[src/rtl/change_pkg.sv]
// change_pkg: shared types and constants for the change dispenser.
//   state_t        - dispenser FSM states
//   COIN0..COIN2   - coin indices (bit position on the one-hot coin bus)
//   coin_onehot_t  - 3-bit one-hot coin selection
//   coin_onehot()  - index to one-hot helper
package change_pkg;

    typedef enum logic [1:0] {
        IDLE  = 2'd0,
        CALC  = 2'd1,
        ISSUE = 2'd2,
        DONE  = 2'd3
    } state_t;

    localparam int unsigned COIN0 = 0;
    localparam int unsigned COIN1 = 1;
    localparam int unsigned COIN2 = 2;

    typedef logic [2:0] coin_onehot_t;

    function automatic coin_onehot_t coin_onehot(input int unsigned k);
        coin_onehot_t oh;
        oh = '0;
        oh[k] = 1'b1;
        return oh;
    endfunction

endpackage

[src/rtl/coin_select.sv]
// coin_select: combinational priority picker. Chooses the largest coin whose
// value fits in the remaining amount and whose stock is non-zero.
//   rem    in  AMT_W : amount still owed
//   avail  in  3     : bit k high when stock k > 0
//   sel    out 3     : one-hot chosen coin (all-zero when none)
//   found  out 1     : a candidate coin exists
module coin_select
    import change_pkg::*;
#(
    parameter int unsigned AMT_W = 8,
    parameter int unsigned VAL2  = 25,
    parameter int unsigned VAL1  = 10,
    parameter int unsigned VAL0  = 5
) (
    input  logic [AMT_W-1:0] rem,
    input  logic [2:0]       avail,
    output coin_onehot_t     sel,
    output logic             found
);

    localparam logic [AMT_W-1:0] V2 = AMT_W'(VAL2);
    localparam logic [AMT_W-1:0] V1 = AMT_W'(VAL1);
    localparam logic [AMT_W-1:0] V0 = AMT_W'(VAL0);

    always_comb begin
        sel   = '0;
        found = 1'b0;
        if (avail[COIN2] && (V2 <= rem)) begin
            sel   = coin_onehot(COIN2);
            found = 1'b1;
        end else if (avail[COIN1] && (V1 <= rem)) begin
            sel   = coin_onehot(COIN1);
            found = 1'b1;
        end else if (avail[COIN0] && (V0 <= rem)) begin
            sel   = coin_onehot(COIN0);
            found = 1'b1;
        end
    end

endmodule

[src/rtl/change_dispenser.sv]
// change_dispenser: issues change one coin per handshake, largest first,
// tracking per-coin stock and reporting a shortfall when exact change fails.
//   clk, rst              : clock, synchronous active-high reset
//   start_valid/ready     : request handshake (ready only in IDLE)
//   amount                : change owed, sampled on start handshake
//   coin_valid/ready      : coin handshake towards the ejector
//   coin_sel              : one-hot coin, zero whenever coin_valid is low
//   done                  : one-cycle end-of-request pulse
//   short, remainder      : shortfall flag and undispensed amount, held until next start
//   refill_en, refill_cnt : per-coin stock reload strobes and value
//   stock_empty           : bit k high when stock k == 0
module change_dispenser
    import change_pkg::*;
#(
    parameter int unsigned AMT_W      = 8,
    parameter int unsigned CNT_W      = 4,
    parameter int unsigned VAL2       = 25,
    parameter int unsigned VAL1       = 10,
    parameter int unsigned VAL0       = 5,
    parameter int unsigned INIT_STOCK = 4
) (
    input  logic             clk,
    input  logic             rst,
    input  logic             start_valid,
    output logic             start_ready,
    input  logic [AMT_W-1:0] amount,
    output logic             coin_valid,
    input  logic             coin_ready,
    output logic [2:0]       coin_sel,
    output logic             done,
    output logic             short,
    output logic [AMT_W-1:0] remainder,
    input  logic [2:0]       refill_en,
    input  logic [CNT_W-1:0] refill_cnt,
    output logic [2:0]       stock_empty
);

    if (!((VAL2 > VAL1) && (VAL1 > VAL0) && (VAL0 > 0) && (VAL2 < (2 ** AMT_W)))) begin : g_bad_values
        $error("change_dispenser: coin values must satisfy VAL2 > VAL1 > VAL0 > 0 and fit in AMT_W");
    end

    state_t                       state, state_nxt;
    logic [AMT_W-1:0]             rem;
    logic [2:0][CNT_W-1:0]        stock;
    coin_onehot_t                 sel_reg;
    coin_onehot_t                 pick;
    logic                         found;
    logic [AMT_W-1:0]             sel_val;
    logic                         coin_hs;

    always_comb begin
        for (int unsigned k = 0; k < 3; k++) begin
            stock_empty[k] = (stock[k] == '0);
        end
    end

    coin_select #(
        .AMT_W (AMT_W),
        .VAL2  (VAL2),
        .VAL1  (VAL1),
        .VAL0  (VAL0)
    ) u_select (
        .rem   (rem),
        .avail (~stock_empty),
        .sel   (pick),
        .found (found)
    );

    always_comb begin
        sel_val = '0;
        unique case (sel_reg)
            3'b100:  sel_val = AMT_W'(VAL2);
            3'b010:  sel_val = AMT_W'(VAL1);
            3'b001:  sel_val = AMT_W'(VAL0);
            default: sel_val = '0;
        endcase
    end

    always_ff @(posedge clk) begin
        if (rst) state <= IDLE;
        else     state <= state_nxt;
    end

    always_comb begin
        state_nxt   = state;
        start_ready = 1'b0;
        coin_valid  = 1'b0;
        done        = 1'b0;
        unique case (state)
            IDLE: begin
                start_ready = 1'b1;
                if (start_valid) state_nxt = CALC;
            end
            CALC: begin
                if ((rem != '0) && found) state_nxt = ISSUE;
                else                      state_nxt = DONE;
            end
            ISSUE: begin
                coin_valid = 1'b1;
                if (coin_ready) state_nxt = CALC;
            end
            DONE: begin
                done      = 1'b1;
                state_nxt = IDLE;
            end
            default: state_nxt = IDLE;
        endcase
    end

    assign coin_hs  = coin_valid && coin_ready;
    assign coin_sel = sel_reg;

    always_ff @(posedge clk) begin
        if (rst) begin
            rem       <= '0;
            sel_reg   <= '0;
            short     <= 1'b0;
            remainder <= '0;
        end else begin
            unique case (state)
                IDLE: begin
                    if (start_valid) begin
                        rem       <= amount;
                        short     <= 1'b0;
                        remainder <= '0;
                    end
                end
                CALC: begin
                    if ((rem != '0) && found) begin
                        sel_reg <= pick;
                    end else begin
                        short     <= (rem != '0);
                        remainder <= rem;
                    end
                end
                ISSUE: begin
                    // Selection guarantees sel_val <= rem, so no underflow.
                    if (coin_ready) begin
                        rem     <= rem - sel_val;
                        sel_reg <= '0;
                    end
                end
                default: ;
            endcase
        end
    end

    // Refill takes priority over a same-cycle decrement of the same counter.
    always_ff @(posedge clk) begin
        if (rst) begin
            for (int unsigned k = 0; k < 3; k++) stock[k] <= CNT_W'(INIT_STOCK);
        end else begin
            for (int unsigned k = 0; k < 3; k++) begin
                if (refill_en[k])
                    stock[k] <= refill_cnt;
                else if (coin_hs && sel_reg[k] && (stock[k] != '0))
                    stock[k] <= stock[k] - CNT_W'(1);
            end
        end
    end

endmodule
[config.mk]
export PLATFORM = sky130hd
export DESIGN_NAME = change_dispenser
export DESIGN_NICKNAME = d
export VERILOG_FILES = /design/src/rtl/change_pkg.sv /design/src/rtl/coin_select.sv /design/src/rtl/change_dispenser.sv
export SDC_FILE = /design/constraint.sdc
export NUM_CORES = 1
export LEC_CHECK = 0
export CAP_MARGIN = 10
export CORE_ASPECT_RATIO = 1.5
export CORE_MARGIN = 2
export CORE_UTILIZATION = 57
export DETAILED_ROUTE_END_ITERATION = 8
export PLACE_DENSITY = 0.85
export SLEW_MARGIN = 20
export SYNTH_ARGS = -nofsm -noshare
export SYNTH_HDL_FRONTEND = slang
export SYNTH_SLANG_ARGS = --single-unit
[constraint.sdc]
create_clock -name clk -period 6.87 [get_ports clk]
set_clock_uncertainty 0.1 [all_clocks]
set_input_delay 0.687 -clock clk [delete_from_list [all_inputs] [get_ports clk]]
set_output_delay 0.687 -clock clk [all_outputs]
set_load 0.005 [all_outputs]
After elaboration in Yosys (flattened, before gate mapping)
Index checks and enable logic that the tools add are counted.

word-level totals
  bits in registers = 34
  latch bits = 0
  RAM bits = 0
  memory bits (read-only) = 0
  bits of input ports = 19
  output and inout port bits = 18
  word-level logic and storage cells = 87
  memories = 0

operators by class
  $add $sub $neg = 4
  multiply operators = 0
  div/mod/pow operators = 0
  $lt $le $gt $ge = 3
  equal/unequal tests = 10
  shift operators = 0
  muxes and demuxes = 32
  bitwise logic cells = 1
  reductions and logical operators = 29

operators with widths
  cell                                                                  number
  8-bit 2-to-1 mux                                                      4
  8-bit one-hot mux with 2 select lines                                 2
  4-bit 2-to-1 mux                                                      6
  5-bit one-hot mux with 3 select lines                                 1
  4-bit logical NOT                                                     3
  3-bit 2-to-1 mux                                                      4
  2-bit nonzero test                                                    6
  4-bit nonzero test                                                    3
  4-bit by 1-bit subtractor with 4-bit output, second input constant    3
  1-bit logical AND                                                     11
  1-bit 2-to-1 mux                                                      10
  3-bit AND reduction                                                   3
  3-bit by 8-bit <= comparator with 1-bit output, first input constant  1
  4-bit by 8-bit <= comparator with 1-bit output, first input constant  1
  5-bit by 8-bit <= comparator with 1-bit output, first input constant  1
  2-bit inequality test, second input constant                          4
  2-bit one-hot mux with 4 select lines                                 1
  8-bit nonzero test                                                    1
  8-bit subtractor                                                      1
  3-bit one-hot mux with 2 select lines                                 1
  2-bit == test, second input constant                                  2
  2-bit 2-to-1 mux                                                      2
  3-bit by 1-bit == test with 1-bit output, second input constant       1
  3-bit by 2-bit == test with 1-bit output, second input constant       1
  6 further kinds                                                       6

Logic depth before layout (Yosys ltp)
Gate-level depths: netlist (run 1).

  word-level depth = 9
  gate-level depth with buffers = 11
  gate-level depth less buffers = 11

Cells and area by module
A second synthesis (run 1) with hierarchy kept.

second synthesis, totals
  cell total of the unflattened synthesis = 264
  area, all modules = 2143.3 µm²

modules (own cells, without submodules)
  module            times used  cells an instance  area each (µm²)  sequential area each (µm²)
  change_dispenser  1           252                2049.5           680.7
  coin_select       1           12                 93.8             0.0

Worst setup path after synthesis (run 1)
No wires, ideal clock.

  kind = flip-flop to flip-flop
  from = register sel_reg[1], in the netlist coin_sel[1]
  to = register rem[7]
  library setup time = 0.081 ns
  arrival = 2.363 ns
  data required time = 6.689 ns
  setup slack = 4.326 ns
  stages on the path, launching flop included = 9
  period minus slack after synthesis = 2.544 ns
  path through = dfxtp_1 or3b_2 and2_1 ha_1 and3_1 a21oi_1 nand3_1 or4_1 a41oi_1

between the ends
  longest elaborated chain between the ends = 5
  elaborated cells between the ends (all ways) = 7
  those cells by class = add/sub (1); eq/ne (3); mux (3)

RTL lines
  item                                                                    line                     text
  start, declared                                                         change_dispenser.sv:45   coin_onehot_t sel_reg;
  start signal, assigned                                                  change_dispenser.sv:130  sel_reg <= pick;
  3-bit by 1-bit == test with 1-bit output, or another cell as far along  change_dispenser.sv:71   unique case (sel_reg)
  5-bit one-hot mux with 3 select lines *                                 change_dispenser.sv:71
  8-bit subtractor *                                                      change_dispenser.sv:139  rem <= rem - sel_val;
  8-bit 2-to-1 mux *                                                      change_dispenser.sv:138  if (coin_ready) begin
  8-bit one-hot mux with 2 select lines *                                 change_dispenser.sv:120  unique case (state)
  end signal, assigned                                                    change_dispenser.sv:123  rem <= amount;
  end signal, assigned                                                    change_dispenser.sv:139
  end, declared                                                           change_dispenser.sv:43   logic [AMT_W-1:0] rem;

Every way passes the cells marked *; elsewhere a longest branch is shown, timed or not. The select of a mux whose other input is x is not followed.
A chain may end at the register's enable or synchronous reset.

Worst setup path after layout (run 1)
  from = register state[1]
  to = output port coin_valid

between the ends
  longest elaborated chain between the ends = 2

RTL lines
  item                    line                    text
  start, declared         change_dispenser.sv:42  state_t state, state_nxt;
  start signal, assigned  change_dispenser.sv:81  else state <= state_nxt;
  2-bit == test           change_dispenser.sv:89  unique case (state)
  1-bit 2-to-1 mux        change_dispenser.sv:89
  end, declared           change_dispenser.sv:27  output logic coin_valid,

Every way passes these cells.

==> qor.yml, run 1 <==
min_path_type: "reg -> reg"
clock_tree.root_cell: "clkbuf_8"
drive_above_1_share_pct: 6.54
period_needed_ns: 2.94
power_w: 0.000524
cts_resized: 0
r2r_slack_ns: 4.16
htreeDepth: 2
ios: 37
synth.largest_area_cell: "dfxtp_1"
startpoint_type: "flop"
setup_ws_ns: 3.93
cts_sinks: 34
synth_cells: 275
rsz0062_at_grt: "no"
hold_end: "remainder[4]$_SDFFE_PP0P_"
grt_pass1_vias: 2041
yosysMostFrequentCell: "nand2_1"
synth-simple-area-share_pct: 28.6
async_reset_ff_share_pct: 0
ff_latch_area_um2: 681
n_fill_cell: 316
cp_max_fo: 20
yosysSeqAreaShare_pct: 31.1
arrival_ns: 2.16
core_area_um2: 3680
synth_common_cells: "nand2_1 (39), dfxtp_1 (34), nor2_1 (20)"
clk_pin_slew_ns: 0.07
relSlewSlack_pct: 50.0
placed_area_um2: 2540
maxCapViolations: 0
hold_violations: 0
power_density_nw_per_um2: 200
outcome: "complete, no violations"
drc_errors: 0
grt_antenna_before_repair: 0
start_util_pct: 59.4
synthFlopType: "dfxtp_1"
die_y_um: 79.9
multi_input_area_um2: 1380
synth_fa_ha_area_share_pct: 6.63
vias: 2071
dieArea_um2: 4360
clock_path_buffers: 2
cts_buffers: 5
r2r_cells: 8
drt-total-wl_um: 5060
drt_iter0_markers: 68
fmax_ghz: 0.340
viasPerCell: 5.93
firstDrtPassIters: 4
synth_compound_area_share_pct: 19.3
synth.area.top_cells: "dfxtp_1 (31%), nand2_1 (6.7%), ha_1 (5.7%), mux2i_1 (4.6%), a21oi_1 (4.1%)"
hold_depth: 2
cp.required_ns: 6.08
endpoint_kind: "primary output"
yosysWarnings: 0
ant_nets: 0
ys_ff_latch: 34
rows: 27
dp_slack_ns: 4.22
diodes: 0
synth_xor_area_share_pct: 4.00
grt_pass1_wl_um: 8720
fin_setup_tns_ns: 0
die_x_um: 54.6
track_usage_pct: 26.5
nNetsFinal: 336
gr-total-overflow: 0
holdCritStartpoint: "remainder[4]$_SDFFE_PP0P_"
worstMarginPinSlew_ns: 0.749
final-max-slew-violation-count: 0
avgSynthCellArea_um2: 7.96
clkLatencyLatePin_ns: 0.29
wl_per_cell_um: 14.5
critPathKind: "reg -> out"
yosysUniqueCellTypes: 54
syn_area_um2: 2190
design_area_um2: 2620
syn2layout_area_growth_pct: 19.8
cts_tree: "done"
crit-reg2reg-capture: "rem[7]$_SDFFE_PP0P_"
cts_setup_buffers: 0
regToRegStartpoint: "coin_sel[1]$_SDFFE_PP0P_"
setup_violations: 0
synth_edf_count: 0
place_congestion: 0.801
syn-num-nets: 305
synth_top_area_share_pct: 31.1
cts_hold_buf: 0
grt_start_max_net_pins: 41
leakagePower_nw: 0.933
port_buffers: 36
synth.area.mux_share_pct: 4.57
finalCritPeriodShare_pct: 42.9
ir_drop_uv: 151
synth_top_family_by_area: "simple AND/OR/NAND/NOR gates"
hpwl_um: 3750
## logic make-up (layout without fill, tap and decap cells)
logic type | Yosys count | in the layout
xor+xnor | 10 | 10
flops | 34 | 34
fa+ha+maj | 11 | 11
buf+inv | 29 | 60
mux | 10 | 10
compound gates | 63 | 63
simple gates | 118 | 118
## how the worst max path moves through the flow
| stage | end | start |
|---|---|---|
| after floorplan | rem[7]$_SDFFE_PP0P_ | coin_sel[1]$_SDFFE_PP0P_ |
| after global placement | rem[7]$_SDFFE_PP0P_ | coin_sel[1]$_SDFFE_PP0P_ |
| after detailed placement | rem[7]$_SDFFE_PP0P_ | coin_sel[1]$_SDFFE_PP0P_ |
| after CTS | coin_valid | state[1]$_SDFFE_PP0P_ |
| after global routing | coin_valid | state[1]$_SDFFE_PP0P_ |
| final | coin_valid | state[1]$_SDFFE_PP0P_ |
## worst max-delay path: stages (launching register included)
cell	delay, ns
dfxtp_1	0.69
nand2b_1	0.38
clkinv_1	0.26
clkdlybuf4s50_1	0.53
## flip-flops by register name, summed over array words and instances (netlist names)
| name | flops |
|---|---|
| remainder | 8 |
| stock | 12 |
| short | 1 |
| state | 2 |
| rem | 8 |
| coin_sel | 3 |
## per-stage QoR
step                hold WS (ns)  std cells  utilization (%)
finish                     0.378        349             71.2
global route               0.391        349             71.2
CTS                        0.381        349             71.2
detailed placement         0.372        342             69.1
global placement           0.358        342             69.1
floorplan                  0.364        275                -
## cells in the final DEF, fill, tap and decap left out, types with 2 or more instances in the layout
master / Yosys / layout
a211o_1: 4 / 4
a211oi_1: 3 / 3
a21o_1: 2 / 2
a21oi_1: 18 / 18
a22oi_1: 5 / 5
a311oi_1: 2 / 2
a31oi_1: 2 / 2
and2_1: 2 / 2
and3_1: 4 / 4
clkbuf_1: 12 / 2
clkbuf_8: 0 / 5
clkdlybuf4s50_1: 0 / 36
dfxtp_1: 34 / 34
ha_1: 10 / 10
inv_1: 15 / 15
mux2i_1: 10 / 10
nand2_1: 39 / 39
nand2b_1: 4 / 4
nand3_1: 7 / 7
nand3b_1: 4 / 4
nor2_1: 20 / 20
nor2b_1: 5 / 5
nor3_1: 6 / 6
nor3b_1: 4 / 4
nor4_1: 2 / 2
nor4b_1: 2 / 2
o211ai_1: 4 / 4
o21a_1: 4 / 4
o21ai_0: 9 / 9
or2_2: 6 / 6
or3b_2: 2 / 2
or4_4: 2 / 2
xnor2_1: 7 / 7
xor2_1: 3 / 3
## routing by layer
layer  global-route usage, %  routed length, um  vias to the layer above
li1                        -                  -                     1030
met5                       0                  0                        -
met2                    45.8               2640                       70
met4                    11.3                119                        0
met3                    6.55                279                       15
met1                    29.3               2020                      956
## power by group
group | switching, W | internal, W | leakage [nW]
clock | 0.0000698 | 0.0000698 | 0.0383
sequential | 0.0000222 | 0.000210 | 0.279
combinational | 0.0000787 | 0.0000734 | 0.616
## layout make-up
| class | instances | area share, % |
|---|---|---|
| tap | 43 | 2.05 |
| sequential | 34 | 26.0 |
| clock buffer | 7 | 2.91 |
| inverter | 16 | 2.29 |
| timing repair buffer | 37 | 14.0 |
| multi-input combinational | 212 | 52.7 |
Power figures use the tool's default switching activity.
==> run 2, diff against run 1 <==
Settings changed: CORE_UTILIZATION 57 to 53, PLACE_DENSITY 0.85 to 0.8.
Clock period 6.87 ns to 3 ns, I/O delays scaled along.
==> run 2 against run 1 <==
Wire length grew 3.4%. Critical path depth up 5. Utilization down 4.2 points. Worst hold slack gained 0.0014 ns. Sequential power is 130% higher. Critical path type is now reg -> reg. Largest cell class unchanged. Highest routed layer unchanged.
==> qor.yml, run 2 (synthesis gave the netlist of run 1 again) <==
min_path_type: "reg -> reg"
firstDrtPassIters: 4  # unchanged
drive_above_1_share_pct: 7.74  # +1.2 points
power_density_nw_per_um2: 458  # +130%
core_area_um2: 3960  # +7.5%
ios: 37  # unchanged
placed_area_um2: 2580  # +1.3%
leakagePower_nw: 0.953  # +2.2%
final-max-slew-violation-count: 0  # unchanged
cts_setup_buffers: 0  # unchanged
use_met2_pct: 46.9  # +1.0 points
relSlewSlack_pct: 57.6  # +7.6 points
drt_iter0_markers: 61  # -10%
nNetsFinal: 340  # +1.2%
fmax_ghz: 0.366
rows: 28  # +3.7%
hpwl_um: 3910  # +4.3%
cts_tree: "done"
n_fill_cell: 361  # +14%
dieArea_um2: 4670  # +7.1%
port_buffers: 36  # unchanged
holdCritStartpoint: "remainder[3]$_SDFFE_PP0P_"
cts_sinks: 34  # unchanged
worstMarginPinSlew_ns: 0.631  # -0.118 ns
hold_violations: 0  # unchanged
ir_drop_uv: 430  # +190%
grt_start_max_net_pins: 40  # -2.4%
cp.required_ns: 3.11  # -2.97 ns
ant_nets: 0  # unchanged
cts_hold_buf: 0  # unchanged
diodes: 0  # unchanged
crit-reg2reg-capture: "rem[7]$_SDFFE_PP0P_"
grt_use_met3_pct: 5.45  # -1.1 points
drc_errors: 0  # unchanged
grt_pass1_wl_um: 8920  # +2.3%
cp_max_fo: 7  # -65%
cts_buffers: 5  # unchanged
period_needed_ns: 2.74
htreeDepth: 2  # unchanged
fin_setup_tns_ns: 0  # unchanged
grt_antenna_before_repair: 0  # unchanged
largest_reg_flops: 12  # unchanged
start_util_pct: 55.3  # -4.2 points
r2r_slack_ns: 0.26  # -3.90 ns
viasPerCell: 5.83  # -1.7%
top_regs: "stock x12, rem x8, remainder x8"
regToRegStartpoint: "coin_sel[1]$_SDFFE_PP0P_"
syn2layout_area_growth_pct: 21.3
track_usage_pct: 24.7  # -1.8 points
clock_tree.root_cell: "clkbuf_8"
grt_pass1_vias: 1957  # -4.1%
rsz0062_at_grt: "no"
r2r_cells: 8  # unchanged
endpoint_kind: "flop"
vias: 2071  # unchanged
arrival_ns: 2.84  # +0.68 ns
wl_per_cell_um: 14.7  # +1.7%
drt-total-wl_um: 5230  # +3.4%
mostFrequentLayoutCell: "nand2_1"
cts_resized: 0  # unchanged
power_w: 0.00122  # +130%
finalCritPeriodShare_pct: 91.2
regMostFlops: "stock"
clk_pin_slew_ns: 0.07  # about the same
hold_end: "remainder[3]$_SDFFE_PP0P_"
clkLatencyLatePin_ns: 0.30  # about the same
hold_depth: 2  # unchanged
die_x_um: 56.5  # +3.4%
setup_violations: 0  # unchanged
startpoint_type: "flop"
critPathKind: "reg -> reg"
grtUsageMet1_pct: 25.8  # -3.4 points
clock_path_buffers: 2  # unchanged
place_congestion: 0.879  # +9.7%
design_area_um2: 2650  # +1.2%
gr-total-overflow: 0  # unchanged
grt_busiest_layer: "met2"
final_cell_mix: "nand2_1 (39), clkdlybuf4s50_1 (36), dfxtp_1 (34)"
maxCapViolations: 0  # unchanged
outcome: "complete, no violations"
die_y_um: 82.7  # +3.5%
==> run 2: changes by cell type in the layout (fill, tap and decap cells not counted) <==
| cell | change |
|---|---|
| buf_4 | +4 |
==> run 2: metal layers <==
| metal | routed length [um] | vias up |
|---|---|---|
| li1 | - | 1040 |
| met1 | 2130 | 970 |
| met2 | 2780 | 53 |
| met3 | 222 | 8 |
| met4 | 104 | 0 |
| met5 | 0 | - |
==> run 2: area by class of cell <==
cell class | count | area (um^2) | share of cell area (%)
clock buffer | 7 | 76.3 | 2.88
inverter | 16 | 60.1 | 2.26
multi-input combinational | 212 | 1380 | 52.1
sequential | 34 | 681 | 25.6
tap | 45 | 56.3 | 2.12
timing repair buffer | 41 | 398 | 15.0
==> run 2: stage by stage <==
stage               setup slack [ns]  cells  util [%]  hold slack (ns)
detailed placement             0.306    348      65.1            0.372
global route                  0.0330    355      67.0            0.392
floorplan                      0.456    275         -            0.324
global placement               0.404    348      65.1            0.355
finish                         0.265    355      67.0            0.380
CTS                            0.285    355      67.0            0.382
==> run 2: worst max path at each step <==
stage                          endpoint  slack (ns)                     start
detailed placement  rem[7]$_SDFFE_PP0P_        0.31  coin_sel[1]$_SDFFE_PP0P_
global placement    rem[7]$_SDFFE_PP0P_        0.40  coin_sel[1]$_SDFFE_PP0P_
CTS                 rem[7]$_SDFFE_PP0P_        0.29  coin_sel[1]$_SDFFE_PP0P_
finish              rem[7]$_SDFFE_PP0P_        0.26  coin_sel[1]$_SDFFE_PP0P_
floorplan           rem[7]$_SDFFE_PP0P_        0.46  coin_sel[1]$_SDFFE_PP0P_
global route        rem[7]$_SDFFE_PP0P_        0.03  coin_sel[1]$_SDFFE_PP0P_
==> run 2: where the power goes <==
part           internal (W)  switching, W  total [W]
Sequential         0.000482     0.0000464   0.000528
Clock              0.000160      0.000167   0.000327
Combinational      0.000173      0.000187   0.000360
Total              0.000814      0.000401    0.00122
==> run 2: worst max-delay path, stage by stage (launching register included) <==
cell and delay, ns:
dfxtp_1 0.41, or3b_2 0.52, and2_1 0.18, ha_1 0.33, and3_1 0.16, a21oi_1 0.20, nand3_1 0.13, or4_1 0.41
a41oi_1 0.22
==> run 3, diff against run 2 <==
Settings changed: ABC_CLOCK_PERIOD_IN_PS from default to 3000.
==> results of run 3 <==
Same layout as run 2: the final DEF is identical, and so are final timing and power.
